$ cat config.mk
export PLATFORM = sky130hd
export DESIGN_NAME = pipe_hazard_unit
export DESIGN_NICKNAME = d
export VERILOG_FILES = /design/src/rtl/pipe_hazard_unit.sv
export SDC_FILE = /design/constraint.sdc
export NUM_CORES = 1
export LEC_CHECK = 0
export CAP_MARGIN = 20
export CORE_MARGIN = 2
export CORE_UTILIZATION = 45
export CTS_CLUSTER_DIAMETER = 30
export DETAILED_ROUTE_END_ITERATION = 16
export GPL_TIMING_DRIVEN = 0
export PLACE_DENSITY_LB_ADDON = 0.1
export RECOVER_POWER = 100
export SLEW_MARGIN = 20
export SYNTH_ARGS = -nofsm -noshare
export SYNTH_HDL_FRONTEND = slang
export SYNTH_SLANG_ARGS = --single-unit
export TNS_END_PERCENT = 100
$ cat constraint.sdc
create_clock -name clk -period 2.1 [get_ports clk]
set_input_delay 0.42 -clock clk [delete_from_list [all_inputs] [get_ports clk]]
set_output_delay 0.42 -clock clk [all_outputs]
set_load 0.005 [all_outputs]
$ cat src/rtl/pipe_hazard_unit.sv
// pipe_hazard_unit: hazard and forwarding controller for the in-order pipeline.
// Tracks in-flight destinations after ID, issues registered EX forwarding
// selects, raises load-use stalls and branch flushes, and counts both events.
module pipe_hazard_unit #(
    parameter int  REG_ADDR_W = 5,
    parameter int  NUM_STAGES = 3,
    parameter int  LOAD_STAGE = 2,
    parameter int  CNT_W      = 16,
    localparam int SEL_W      = $clog2(NUM_STAGES + 1)
) (
    input  logic                  clk,
    input  logic                  reset,
    input  logic                  id_valid,
    input  logic [REG_ADDR_W-1:0] id_rs1,
    input  logic [REG_ADDR_W-1:0] id_rs2,
    input  logic                  id_use_rs1,
    input  logic                  id_use_rs2,
    input  logic [REG_ADDR_W-1:0] id_rd,
    input  logic                  id_reg_write,
    input  logic                  id_is_load,
    input  logic                  ex_branch_taken,
    output logic                  stall,
    output logic                  flush_if_id,
    output logic                  flush_id_ex,
    output logic [SEL_W-1:0]      ex_fwd_rs1_sel,
    output logic [SEL_W-1:0]      ex_fwd_rs2_sel,
    output logic [CNT_W-1:0]      stall_count,
    output logic [CNT_W-1:0]      flush_count
);

    // One scoreboard slot per stage after ID; slot 1 is the instruction in EX.
    typedef struct packed {
        logic                  valid;
        logic                  reg_write;
        logic                  is_load;
        logic [REG_ADDR_W-1:0] rd;
    } entry_t;

    entry_t sb [1:NUM_STAGES];

    logic [SEL_W-1:0] rs1_sel_d;
    logic [SEL_W-1:0] rs2_sel_d;
    logic             rs1_load_hit;
    logic             rs2_load_hit;
    logic             load_use;
    logic             id_advance;

    // Find the youngest producer for each source operand and whether it is an
    // unforwardable load. Scanning oldest to youngest lets the youngest win.
    always_comb begin
        // NOTE: every combinational output gets a default before any branch,
        // so no path leaves it unassigned and no latch is inferred.
        rs1_sel_d    = '0;
        rs2_sel_d    = '0;
        rs1_load_hit = 1'b0;
        rs2_load_hit = 1'b0;
        for (int k = NUM_STAGES; k >= 1; k--) begin
            if (sb[k].valid && sb[k].reg_write && (sb[k].rd != '0)) begin
                if (id_use_rs1 && (id_rs1 != '0) && (id_rs1 == sb[k].rd)) begin
                    rs1_sel_d    = SEL_W'(k);
                    rs1_load_hit = sb[k].is_load && (k < LOAD_STAGE);
                end
                if (id_use_rs2 && (id_rs2 != '0) && (id_rs2 == sb[k].rd)) begin
                    rs2_sel_d    = SEL_W'(k);
                    rs2_load_hit = sb[k].is_load && (k < LOAD_STAGE);
                end
            end
        end
    end

    // A taken branch squashes the ID instruction, so it overrides a load-use
    // stall; reset silences all control outputs without waiting for an edge.
    assign load_use    = id_valid && (rs1_load_hit || rs2_load_hit);
    assign stall       = load_use && !ex_branch_taken && !reset;
    assign flush_if_id = ex_branch_taken && !reset;
    assign flush_id_ex = ex_branch_taken && !reset;
    assign id_advance  = id_valid && !stall && !ex_branch_taken;

    // Shift the scoreboard one stage per cycle; slot 1 takes the ID
    // instruction when it advances and a bubble otherwise.
    always_ff @(posedge clk or posedge reset) begin
        if (reset) begin
            // NOTE: the scoreboard is a handful of flops whose valid bits must
            // be clear out of reset, so every entry is reset, not just a pointer.
            for (int k = 1; k <= NUM_STAGES; k++) begin
                sb[k] <= '0;
            end
        end else begin
            // NOTE: non-blocking assignments let every slot read its
            // neighbour's old value, which is what makes this a shift register.
            for (int k = NUM_STAGES; k >= 2; k--) begin
                sb[k] <= sb[k-1];
            end
            if (id_advance) begin
                sb[1] <= '{valid: 1'b1, reg_write: id_reg_write,
                           is_load: id_is_load, rd: id_rd};
            end else begin
                sb[1] <= '0;
            end
        end
    end

    // Register the forwarding selects into EX; a bubble carries select 0.
    always_ff @(posedge clk or posedge reset) begin
        if (reset) begin
            ex_fwd_rs1_sel <= '0;
            ex_fwd_rs2_sel <= '0;
        end else if (id_advance) begin
            ex_fwd_rs1_sel <= rs1_sel_d;
            ex_fwd_rs2_sel <= rs2_sel_d;
        end else begin
            ex_fwd_rs1_sel <= '0;
            ex_fwd_rs2_sel <= '0;
        end
    end

    // Saturating event counters for stall cycles and taken branches.
    always_ff @(posedge clk or posedge reset) begin
        if (reset) begin
            stall_count <= '0;
            flush_count <= '0;
        end else begin
            if (stall && (stall_count != {CNT_W{1'b1}})) begin
                stall_count <= stall_count + CNT_W'(1);
            end
            if (ex_branch_taken && (flush_count != {CNT_W{1'b1}})) begin
                flush_count <= flush_count + CNT_W'(1);
            end
        end
    end

endmodule

==> results of run 1 <==
-- power by group --
part	total [uW]	internal [uW]	switching, uW
sequential	1300	1200	98.7
combinational	424	242	182
clock	931	522	409
total	2660	1970	689
-- metrics by stage --
stage                     setup WS, ns  instances  instance area (sq um)  setup TNS [ns]  power (uW)
after global placement           -1.26        381                   3440          -69.32        1750
after CTS                       -0.204        407                   3740          -0.204        2710
after global routing            -0.247        411                   3850          -0.377        2820
after detailed placement         -1.25        381                   3450          -19.56        1760
final                           -0.186        411                   3850          -0.186        2660
after floorplan                -0.0240        245                   2740         -0.0240        1510
-- what timing repair did --
item | CTS | global route
buffers inserted | 10 | 5
pin swaps | 10 | 7
gates resized for setup | 52 | 14
setup endpoints to repair | 31 | 12
hold buffers | 0 | 0
-- critical path, delay by kind of cell --
kind,cells,cell delay [ns]
buffers and inverters,4,0.41
AOI/OAI and AO/OA,2,0.41
and+or+nand+nor,2,0.63
-- routing by layer --
| layer | global-route usage [%] | part of all wire, % |
|---|---|---|
| met5 | 0 | 0 |
| met4 | 7.00 | 1.3 |
| met3 | 4.07 | 4.0 |
| met2 | 30.3 | 50 |
| met1 | 28.0 | 45 |
-- final timing paths --
check / start / end / slack, ns / cells past startpoint
setup / recovery: id_rs1[4] / stall / -0.19 / 8
setup reg to reg: stall_count[0]$_DFFE_PP0P_ / stall_count[3]$_DFFE_PP0P_ / 0.04 / 8
hold reg to reg: sb[14]$_DFF_PP0_ / sb[6]$_DFF_PP0_ / 0.39 / 0
hold / removal: sb[14]$_DFF_PP0_ / sb[6]$_DFF_PP0_ / 0.39 / 0
min in group asynchronous: reset / sb[21]$_DFF_PP0_ / 0.59 / 2
max in group asynchronous: reset / sb[19]$_DFF_PP0_ / 0.79 / 2
-- cell type report --
type	count	area (sq um)	area share [%]
Clock inverter	2	10.0	0.260
Inverter	3	11.3	0.292
Tap cell	75	93.8	2.44
Clock buffer	14	173	4.48
Timing Repair Buffer	75	667	17.3
Buffer	2	18.8	0.487
Sequential cell	58	1450	37.7
Multi-Input combinational cell	182	1430	37.0
-- logic make-up after synthesis --
kind of cell               synth area share, %
adders and majority gates                0.914
DFF                                       53.0
buffers and inverters                     1.10
AOI/OAI and AO/OA                         4.84
xor gates and xnor gates                  17.9
and+or+nand+nor                           21.0
muxes                                     1.23
-- cells in the final DEF (no fill, tap or decap), types with 2 or more instances in the layout --
master	n
nor4_4	3
nor2b_1	2
nand3_1	14
or4_4	2
and2_1	9
clkbuf_8	12
nand4_1	4
dlygate4sd3_1	36
and3_1	4
clkinv_2	2
dfrtp_1	58
nor3_4	2
nand2_1	18
nor3_1	14
buf_4	14
nor2_1	12
dlygate4sd2_1	4
or3_1	2
xor2_1	37
mux2_2	2
ha_1	2
and4_1	3
buf_2	8
o21ai_4	2
nor3b_2	2
a21oi_1	5
clkbuf_1	3
nand4b_1	2
nor2_4	2
xnor2_2	2
clkdlybuf4s50_1	12
inv_2	3
xnor2_1	17
nor3_2	3
-- registers in the layout, indices dropped and copies added (netlist names) --
| register | cells |
|---|---|
| sb | 22 |
| flush_count | 16 |
| stall_count | 16 |
| ex_fwd_rs1_sel | 2 |
| ex_fwd_rs2_sel | 2 |
==> reports/qor.yml, run 1 <==
status: "finished with violations"
violations: "setup timing"
worstSkewPairLatency_ns: 0.33
ys_seq_area_share_pct: 53.0
nets: 356
synth_edf_count: 0
syn_area_per_cell_sq_um: 11.2
routabilityCongestion: 0.841
antenna_left: 0
async_flop_share_pct: 100
synth_nets: 270
synth-seq-cells: 58
synth_ff_type: "dfrtp_1"
p_leak_uw: 0.00186
critPathRequiredTime_ns: 1.68
numCtsBuffers: 9
yosysUniqueCellTypes: 39
worst_slack_ns: -0.186
grt_pass1_vias: 2051
ctsHtreeMaxLevel: 3
yosysMostFrequentCell: "dfrtp_1"
synthCells: 245
worst_slew_pin_slew_ns: 1.18
yosysTopAreaCell: "dfrtp_1"
critPathArrivalTime_ns: 1.87
slew-limit-headroom_pct: 21.2
drc: 0
crit_path_frequent_cell: "buf_2"
slowest_delay_ns: 0.55
period_share_pct: 109
nFillCells: 501
cts_tree: "built"
grt_pass1_wl_um: 9980
clkSinkCount: 58
ios: 62
end_kind: "output pin"
min_path_type: "reg -> reg"
cp_slowest_cell: "or4_4"
antenna_found_initial: 0
drive_gt1_share_pct: 19.9
dieHeight_um: 82.0
dieArea_sq_um: 6730
cts_max_path_buffers: 2
core.rowCount: 28
hold_viol: 0
yosysTopAreaCellShare_pct: 53.0
die_x_um: 82.0
clkSlewWorstSetupHoldPaths_ns: 0.06
fin_skew_ns: 0.00634
cellPowerDensity_nw_per_um2: 690
gr-total-overflow: 0
cts_root_buffer: "clkbuf_8"
dpl.hpwl_um: 4110
rsz0062_at_grt: "true"
ir_worst_vdd_uv: 581
crit_chain: "buf_2 -> or4_4 -> o21ai_4 -> nor4_4 -> o211ai_4 -> buf_6 -> inv_2 -> buf_2"
drtIter0Drc: 128
area_delta_synth_final_pct: 40.6
core_sq_um: 5890
grt_usage_pct: 19.8
start_util_pct: 46.5
synthTopCellsByArea: "dfrtp_1 53%, xor2_1 12%, xnor2_1 6.1%, nor3_1 3.5%, nand3_1 2.7%"
dr.pass1.iters: 4
diodes: 0
syn-cell-area_sq_um: 2740
via_per_inst: 5.30
wl_per_cell_um: 15.1
setup_viol: 1
path_max_fanout: 4
grt_max_degree: 59
worstSetupPathType: "in -> out"
ys_warn_count: 0
wl_um: 6210
critPathLaunchType: "primary input"
maxSlewViolCount: 0
fin_hold_ws_ns: 0.393
yosys-top-cells-count: "58 x dfrtp_1, 37 x xor2_1, 19 x nor3_1, 19 x xnor2_1, 18 x nand2_1"
cap_viol_max_count: 0
final_util_pct: 65.4
post-route-min-period_ns: 2.29
port_buffers: 61
vias: 2180
max_freq_ghz: 0.437
Power figures use the tool's default switching activity.
==> inputs of run 2 (changes only) <==
--- a/config.mk
+++ b/config.mk
@@ -6,7 +6,6 @@
 export NUM_CORES = 1
 export LEC_CHECK = 0
 export CAP_MARGIN = 20
-export CORE_MARGIN = 2
 export CORE_UTILIZATION = 45
 export CTS_CLUSTER_DIAMETER = 30
 export DETAILED_ROUTE_END_ITERATION = 16
==> run 2 against run 1 <==
  * The run still ends with setup timing left
  * Clock-buffer cell count did not move
  * Via count down 1.7%
  * Combinational power is 1% higher
  * Non-clock buffer count down 2
  * Register-to-register slack is essentially flat
  * Utilization up 0.28 points
  * Clock power rose by 13%
  * Worst hold slack better by 0.0023 ns
  * Final area grew 0.42%
  * Critical path type unchanged
==> reports/qor.yml, run 2 (synthesized netlist as in run 1, its figures left out) <==
status: "finished with violations"
violations: "setup timing"
regMostFlops: "sb"
antenna_left: 0
dieArea_sq_um: 6400
dr.pass1.iters: 4
place_area_sq_um: 3450
ios: 62
startpoint: "id_rs1[1]"
maxSlewViolCount: 0
diodes: 0
core.rowCount: 28
post-route-min-period_ns: 2.27
vias: 2143
min_path_type: "reg -> reg"
cellPowerDensity_nw_per_um2: 721
setup_tns_ns: -0.168
ir_worst_vdd_uv: 584
worstSkewPairLatency_ns: 0.33
routabilityCongestion: 0.830
antenna_found_initial: 0
grt_pass1_vias: 2132
die_x_um: 80.0
grt_pass1_wl_um: 10100
mostFrequentLayoutCells: "58 x dfrtp_1, 37 x xor2_1, 36 x dlygate4sd3_1"
critPathLaunchType: "primary input"
largest_reg_flops: 22
area_delta_synth_final_pct: 41.2
path_max_fanout: 4
worst_slack_ns: -0.168
cts_max_path_buffers: 2
slowest_delay_ns: 0.56
end_kind: "output pin"
cap_viol_max_count: 0
via_per_inst: 5.24
fin_area_sq_um: 3870
numCtsBuffers: 9
grt_usage_pct: 21.3
r2r_slack_ns: 0.05
gr-total-overflow: 0
dpl.hpwl_um: 4140
nets: 354
cts_root_buffer: "clkbuf_8"
period_share_pct: 108
wl_per_cell_um: 15.2
drive_gt1_share_pct: 20.4
clkSinkCount: 58
crit_chain: "buf_2 -> or4_4 -> o21ai_4 -> nor4_4 -> o211ai_4 -> buf_6 -> inv_2 -> buf_6"
drc: 0
setup_viol: 1
critPathArrivalTime_ns: 1.85
cts_tree: "built"
core_sq_um: 5890
final_common_cell: "dfrtp_1"
ctsHtreeMaxLevel: 3
dieHeight_um: 80.0
cts-hold-fix-buffers: 0
hold_viol: 0
dp_cells: 381
max_freq_ghz: 0.441
port_buffers: 61
worstHoldStart: "sb[22]$_DFF_PP0_"
drtIter0Drc: 77
largestRegisters: "sb x22, flush_count x16, stall_count x16"
worst_slew_pin_slew_ns: 0.762
slew-limit-headroom_pct: 48.7
nFillCells: 472
rsz0062_at_grt: "true"
crit_path_frequent_cell: "buf_6"
fin_skew_ns: 0.00858
grt_max_degree: 59
critPathRequiredTime_ns: 1.68
wl_um: 6200
fin_cells: 409
p_leak_uw: 0.00187
cp_slowest_cell: "or4_4"
clkSlewWorstSetupHoldPaths_ns: 0.06
rr_startpoint: "stall_count[0]$_DFFE_PP0P_"
start_util_pct: 46.5
worstSetupPathType: "in -> out"
-- run 2: cell types whose count changed in the layout (fill, tap and decap cells not counted), moves of 2 or more --
| cell | change |
|---|---|
| buf_4 | -2 |
| buf_2 | -2 |
| nor3_2 | +2 |
| nor3_1 | -2 |
| buf_6 | +2 |
-- run 2: per-layer routing --
layer  track usage (%)  up-vias  wire [um]
li1                  -     1031          -
met1              26.9     1053       2790
met2              34.3       52       3060
met3              6.29        7        263
met4              8.04        0         87
met5                 0        -          0
-- run 2: report_power, final --
| group | total (uW) | internal, uW | switching, uW |
|---|---|---|---|
| clock | 1050 | 613 | 437 |
| combinational | 430 | 246 | 184 |
| sequential | 1310 | 1200 | 104 |
| total | 2790 | 2060 | 725 |
-- run 2: timing repair --
action / CTS / global route
pin swaps: 7 / 11
endpoints found under the setup margin: 31 / 17
buffers inserted: 8 / 5
resized for setup: 47 / 22
-- run 2: through the flow --
step	hold slack (ns)	setup slack, ns	total power, uW	utilization, %
floorplan	0.354	-0.0240	1510	-
global placement	0.364	-1.26	1750	58.5
detailed placement	0.366	-1.25	1770	58.5
CTS	0.382	-0.249	2830	63.2
global route	0.403	-0.266	2920	65.7
finish	0.396	-0.168	2790	65.7
-- run 2: path summary, 6_finish.rpt --
path / to / depth (start not counted)
min reg2reg: sb[14]$_DFF_PP0_ / 0
min: sb[14]$_DFF_PP0_ / 0
max reg2reg: stall_count[10]$_DFFE_PP0P_ / 8
max: stall / 8
min in group asynchronous: sb[21]$_DFF_PP0_ / 2
max in group asynchronous: stall_count[5]$_DFFE_PP0P_ / 2
-- run 2: worst max-delay path: cells and delay by family --
family | cells | cell delay [ns]
AND/OR/NAND/NOR | 2 | 0.62
buffers and inverters | 4 | 0.41
AO/OA/AOI/OAI | 2 | 0.39
-- run 2: cell type report --
cell class | count | area [sq um] | share of cell area, %
clock inverters | 2 | 35.0 | 0.906
multi-input cells | 182 | 1420 | 36.8
inverters | 3 | 13.8 | 0.356
well taps | 75 | 93.8 | 2.43
clock buffers | 14 | 163 | 4.21
repair buffers | 73 | 667 | 17.2
plain buffers | 2 | 18.8 | 0.485
flip-flops and latches | 58 | 1450 | 37.5
==> variant 1: new RTL, settings of run 1 <==
Register the output `flush_count` once more, with the module's reset; this adds one clock of latency there. The other outputs are not delayed to match.
--- a/src/rtl/pipe_hazard_unit.sv
+++ b/src/rtl/pipe_hazard_unit.sv
@@ -35,6 +35,8 @@
         logic                  is_load;
         logic [REG_ADDR_W-1:0] rd;
     } entry_t;
+
+    logic [CNT_W-1:0] flush_count_s0;
 
     entry_t sb [1:NUM_STAGES];
 
@@ -118,14 +120,22 @@
     always_ff @(posedge clk or posedge reset) begin
         if (reset) begin
             stall_count <= '0;
-            flush_count <= '0;
+            flush_count_s0 <= '0;
         end else begin
             if (stall && (stall_count != {CNT_W{1'b1}})) begin
                 stall_count <= stall_count + CNT_W'(1);
             end
-            if (ex_branch_taken && (flush_count != {CNT_W{1'b1}})) begin
-                flush_count <= flush_count + CNT_W'(1);
+            if (ex_branch_taken && (flush_count_s0 != {CNT_W{1'b1}})) begin
+                flush_count_s0 <= flush_count_s0 + CNT_W'(1);
             end
+        end
+    end
+
+    always_ff @(posedge clk or posedge reset) begin
+        if (reset) begin
+            flush_count <= '0;
+        end else begin
+            flush_count <= flush_count_s0;
         end
     end
 
Behaviour: not the same (Yosys sat finds a counterexample within 4 cycles, from zero or initial values and one cycle with reset high).
==> variant 1 against run 1 <==
The run still ends with negative setup slack left. Final area increased by 13%. Worst setup slack worse by 0.10 ns. Area after synthesis up 14%. Synthesized cell count up 4.1%. Sequential share of layout area up 4.8 points. Routed wire length grew 7.0%. Total power rose by 22%. Sequential cell count grew 16. Largest power group unchanged.
==> variant 1: results (changes against run 1) <==
| Metric | Value |
|---|---|
| Leakage power | 0.002102 uW (+13%) |
| Min Hold Slack | 0.3736 ns (-0.01975 ns) |
| DR vias | 2232 (+2.4%) |
| Post-synth cell types | 38 (-2.6%) |
| Seq/Total Area, Yosys | 0.5956 (+0.06565) |
| Placed cells | 398 (+4.5%) |
| Vias per Instance | 5.191 (-2.1%) |
| Arrival time at the worst endpoint | 1.97 ns (+0.10 ns) |
| All-Layer GR Usage | 0.1877 (-0.01066) |
| DR WL met2 | 3.226 mm (+4.1%) |
| Met3 usage | 0.05403 (+0.01337) |
| Final nets | 371 (+4.2%) |
| Setup-failing EPs final | 19 (+18) |
| Final worst slack | -0.2896 ns (-0.1034 ns) |
| RR Startpoint | sb[18]$_DFF_PP0_ |
| Iter 0 DRT Violations | 166 (+30%) |
| Dpl hpwl | 4.453 mm (+8.2%) |
| Met3 WL | 290 microns (+16%) |
| Placed Area | 0.003895 sq mm (+13%) |
| Worst Clk Skew | 0.005653 ns (-0.0006870 ns) |
| Peak supply drop | 0.5754 mV (-0.98%) |
| First-pass GRT wire length | 10.77 mm (+7.9%) |
| Clk Latency, worst-skew pair | 0.34 ns |
| M1 wire length | 2.998 mm (+7.9%) |
| CP endpoint | stall |
| Crit path max fanout | 2 (-2) |
| Failing checks | negative setup slack |
| Worst R2R Path Depth | 7 (-1) |
| Reg-to-reg critical path endpoint | stall_count[1]$_DFFE_PP0P_ |
| Final GP Congestion | 0.8058 (-4.2%) |
| Synth Net Count | 280 (+3.7%) |
| EDFF count, synth | 0 (unchanged) |
| Status | finished with violations |
| Pin count of the biggest net entering global routing | 33 (-44%) |
| Drt total wl | 6.648 mm (+7.0%) |
| Top cells by area, synth | dfrtp_1 (60%), xnor2_1 (8.5%), xor2_1 (7.9%), nand3_1 (2.7%), nand4_1 (2.6%) |
| Post-Syn Instances | 255 (+4.1%) |
| Setup TNS | -1.794 ns (-1.608 ns) |
[variant 1: cells by family after synthesis]
| group | count (synthesis) | share of synthesized area |
|---|---|---|
| compound gates | 15 | 0.03300 |
| xor+xnor | 58 | 0.1634 |
| fa+ha+maj | 2 | 0.008047 |
| buf+inv | 6 | 0.008449 |
| flops | 74 | 0.5956 |
| mux | 3 | 0.01086 |
| simple gates | 97 | 0.1807 |
[variant 1: report_power, final]
part	total (uW)	leakage (uW)	switching, uW	internal (uW)
Combinational	414	0.00100	172	243
Sequential	1670	0.000996	108	1570
Clock	1160	0.000105	504	656
[variant 1: worst min-delay path by stage]
| stage | startpoint | to | depth (start not counted) |
|---|---|---|---|
| 5_1_grt | sb[23]$_DFF_PP0_ | sb[15]$_DFF_PP0_ | 0 |
| 4_1_cts | reset | sb[19]$_DFF_PP0_ | 2 |
| 3_5_place_dp | sb[23]$_DFF_PP0_ | sb[15]$_DFF_PP0_ | 0 |
| 3_3_place_gp | sb[23]$_DFF_PP0_ | sb[15]$_DFF_PP0_ | 0 |
| 6_report | sb[22]$_DFF_PP0_ | sb[14]$_DFF_PP0_ | 0 |
| 2_1_floorplan | sb[22]$_DFF_PP0_ | sb[14]$_DFF_PP0_ | 0 |
[variant 1: repair_timing]
item                       CTS  global route
setup buffers               12             5
gates resized for setup     74            23
setup endpoints to repair   31            24
pin swaps                    9            17
[variant 1: layout make-up]
cell class	instances	area (sq um)
tap	80	100.1
inverter	4	16.27
fill	529	2400
sequential	74	1853
timing repair buffer	80	748.2
multi-input combinational	175	1411
buffer	2	21.27
clock inverter	6	82.58
clock buffer	9	123.9
==> variant 2: new RTL, settings of run 1 <==
Without the edit above. The parameter `NUM_STAGES` goes from 3 to 6.
--- a/src/rtl/pipe_hazard_unit.sv
+++ b/src/rtl/pipe_hazard_unit.sv
@@ -3,7 +3,7 @@
 // selects, raises load-use stalls and branch flushes, and counts both events.
 module pipe_hazard_unit #(
     parameter int  REG_ADDR_W = 5,
-    parameter int  NUM_STAGES = 3,
+    parameter int  NUM_STAGES = 6,
     parameter int  LOAD_STAGE = 2,
     parameter int  CNT_W      = 16,
     localparam int SEL_W      = $clog2(NUM_STAGES + 1)
Interface: changed (resized ex_fwd_rs1_sel and ex_fwd_rs2_sel); port bits go from 62 to 64. The function was not compared with the original's and may differ.
==> variant 2 against run 1 <==
The flow still finishes with violations (negative setup slack). Total power is 25% higher. Synthesized cell count is 37% higher. Area after synthesis is 40% higher. Worst setup slack worse by 0.13 ns. Routed wire length is 39% higher. Sequential cell count is 23 higher. Worst hold slack worse by 0.049 ns. Count of clock-buffer cells in the layout is 5 lower. Non-clock buffer count is 12 higher. Via count is 26% higher. Final area is 29% higher. Largest power group unchanged.
==> variant 2: results (changes against run 1) <==
| Metric | Value |
|---|---|
| Status | finished with violations |
| Failing checks | negative setup slack |
| Dpl hpwl | 6.081 mm (+48%) |
| First-pass GRT wire length | 13.91 mm (+39%) |
| Worst R2R Path Depth | 7 (-1) |
| Place WS | -1.037 ns (+0.2132 ns) |
| Sequential cell area share | 0.4079 (+0.03086) |
| Fillers | 710 (+42%) |
| Vias in the first global route | 2801 (+37%) |
| Final nets | 445 (+25%) |
| Seq/Total Area, Yosys | 0.5284 (-0.001547) |
| Peak supply drop | 0.4793 mV (-18%) |
| Tightest Hold Check Type | input pin to asynchronous set/reset pin |
| Nonclk buf count | 89 (+16%) |
| Xor/xnor cell area share of the yosys netlist | 0.2055 (+0.02640) |
| Synth Net Count | 360 (+33%) |
| Syn_area_per_cell | 11.45 sq um (+2.4%) |
| Crit path max fanout | 7 (+3) |
| Worst Clk Skew | 0.01321 ns (+0.006871 ns) |
| Mux contribution to synthesized area | 0.002935 (-0.009399) |
| Area share of fa/ha/maj cells after synthesis | 0.006523 (-0.002613) |
| Worst Tran Pin Value | 0.9626 ns (-0.2176 ns) |
| Final GP Congestion | 0.7645 (-9.1%) |
| Biggest register | sb |
| DR vias | 2744 (+26%) |
| Min Hold Slack | 0.3448 ns (-0.04852 ns) |
| Core Util, Final | 0.6018 (-0.05231) |
| Leakage power | 0.002286 uW (+23%) |
| Critical path's top delay family | simple AND/OR/NAND/NOR gates |
| Post-CTS sizing | 10 (-81%) |
| Seq. pwr | 1770 uW (+36%) |
| Compound-Gate Fraction of Synth Area | 0.04501 (-0.003414) |
| Clk Latency, worst-skew pair | 0.36 ns (+0.03 ns) |
| Flop2flop setup slack | -0.04 ns (-0.08 ns) |
| Fraction of layout cells with a size suffix above 1 | 0.1718 (-0.02764) |
| Clock-pin transition on the worst setup and hold timing paths | 0.09 ns (+0.03 ns) |
| Layout clock buffers | 9 (-5) |
| RR Startpoint | sb[42]$_DFF_PP0_ |
| Post-synth cell types | 38 (-2.6%) |
| Setup TNS | -0.4167 ns (-0.2305 ns) |
| Drt wl/cell | 16.23 microns (+7.4%) |
| Iter 0 DRT Violations | 83 (-35%) |
| Logic gate share of total power | 0.148 (-0.011) |
| Arrival time at the worst endpoint | 2.00 ns (+0.13 ns) |
| Post-CTS Setup Bufs | 11 (+1) |
| Top cells by area, synth | dfrtp_1 (53%), xnor2_1 (13%), xor2_1 (7.8%), nand3_1 (2.9%), nor3_1 (2.2%) |
| Final worst slack | -0.3191 ns (-0.1329 ns) |
| Largest regs | sb x43, flush_count x16, stall_count x16 |
| Number of multi-input logic gates | 236 (+30%) |
| Switching share of power | 0.2843 (+0.02492) |
| Placed cells | 495 (+30%) |
| Placed Area | 0.004571 sq mm (+33%) |
| Top cells by count, synth | dfrtp_1 (81), xnor2_1 (56), xor2_1 (34) |
| Setup-failing EPs final | 4 (+3) |
| Reg-to-reg critical path endpoint | stall_count[1]$_DFFE_PP0P_ |
| Pin count of the biggest net entering global routing | 36 (-39%) |
| FFs & Latches | 81 (+40%) |
| All-Layer GR Usage | 0.2013 (+0.003020) |
| Sequential Power Share | 0.533 (+0.043) |
## variant 2: cell count changes in the layout (fill, tap and decap cells not counted), moves of 5 or more
cell	before	now
a21oi_1	5	0
and2_1	9	1
dfrtp_1	58	81
nand3_1	14	21
nand4_1	4	11
nor4_1	0	7
xnor2_1	17	56
## variant 2: worst max-delay path by stage
stage / depth (start not counted) / start / to / slack, ns
after global placement: 7 / reset / stall / -2.15
after floorplan: 6 / reset / stall_count[1]$_DFFE_PP0P_ / -0.65
after CTS: 7 / sb[41]$_DFF_PP0_ / stall / -0.36
final: 8 / id_rs2[2] / stall / -0.32
after detailed placement: 8 / reset / stall / -1.04
after global routing: 7 / sb[42]$_DFF_PP0_ / stall / -0.40
## variant 2: metal layers
layer | vias to the layer above | wire length, microns | global-route usage
li1 | 1330 | - | -
met1 | 1351 | 3886 | 0.2640
met2 | 53 | 4261 | 0.3258
met3 | 10 | 327 | 0.04933
met4 | 0 | 129 | 0.07160
met5 | - | 0 | 0
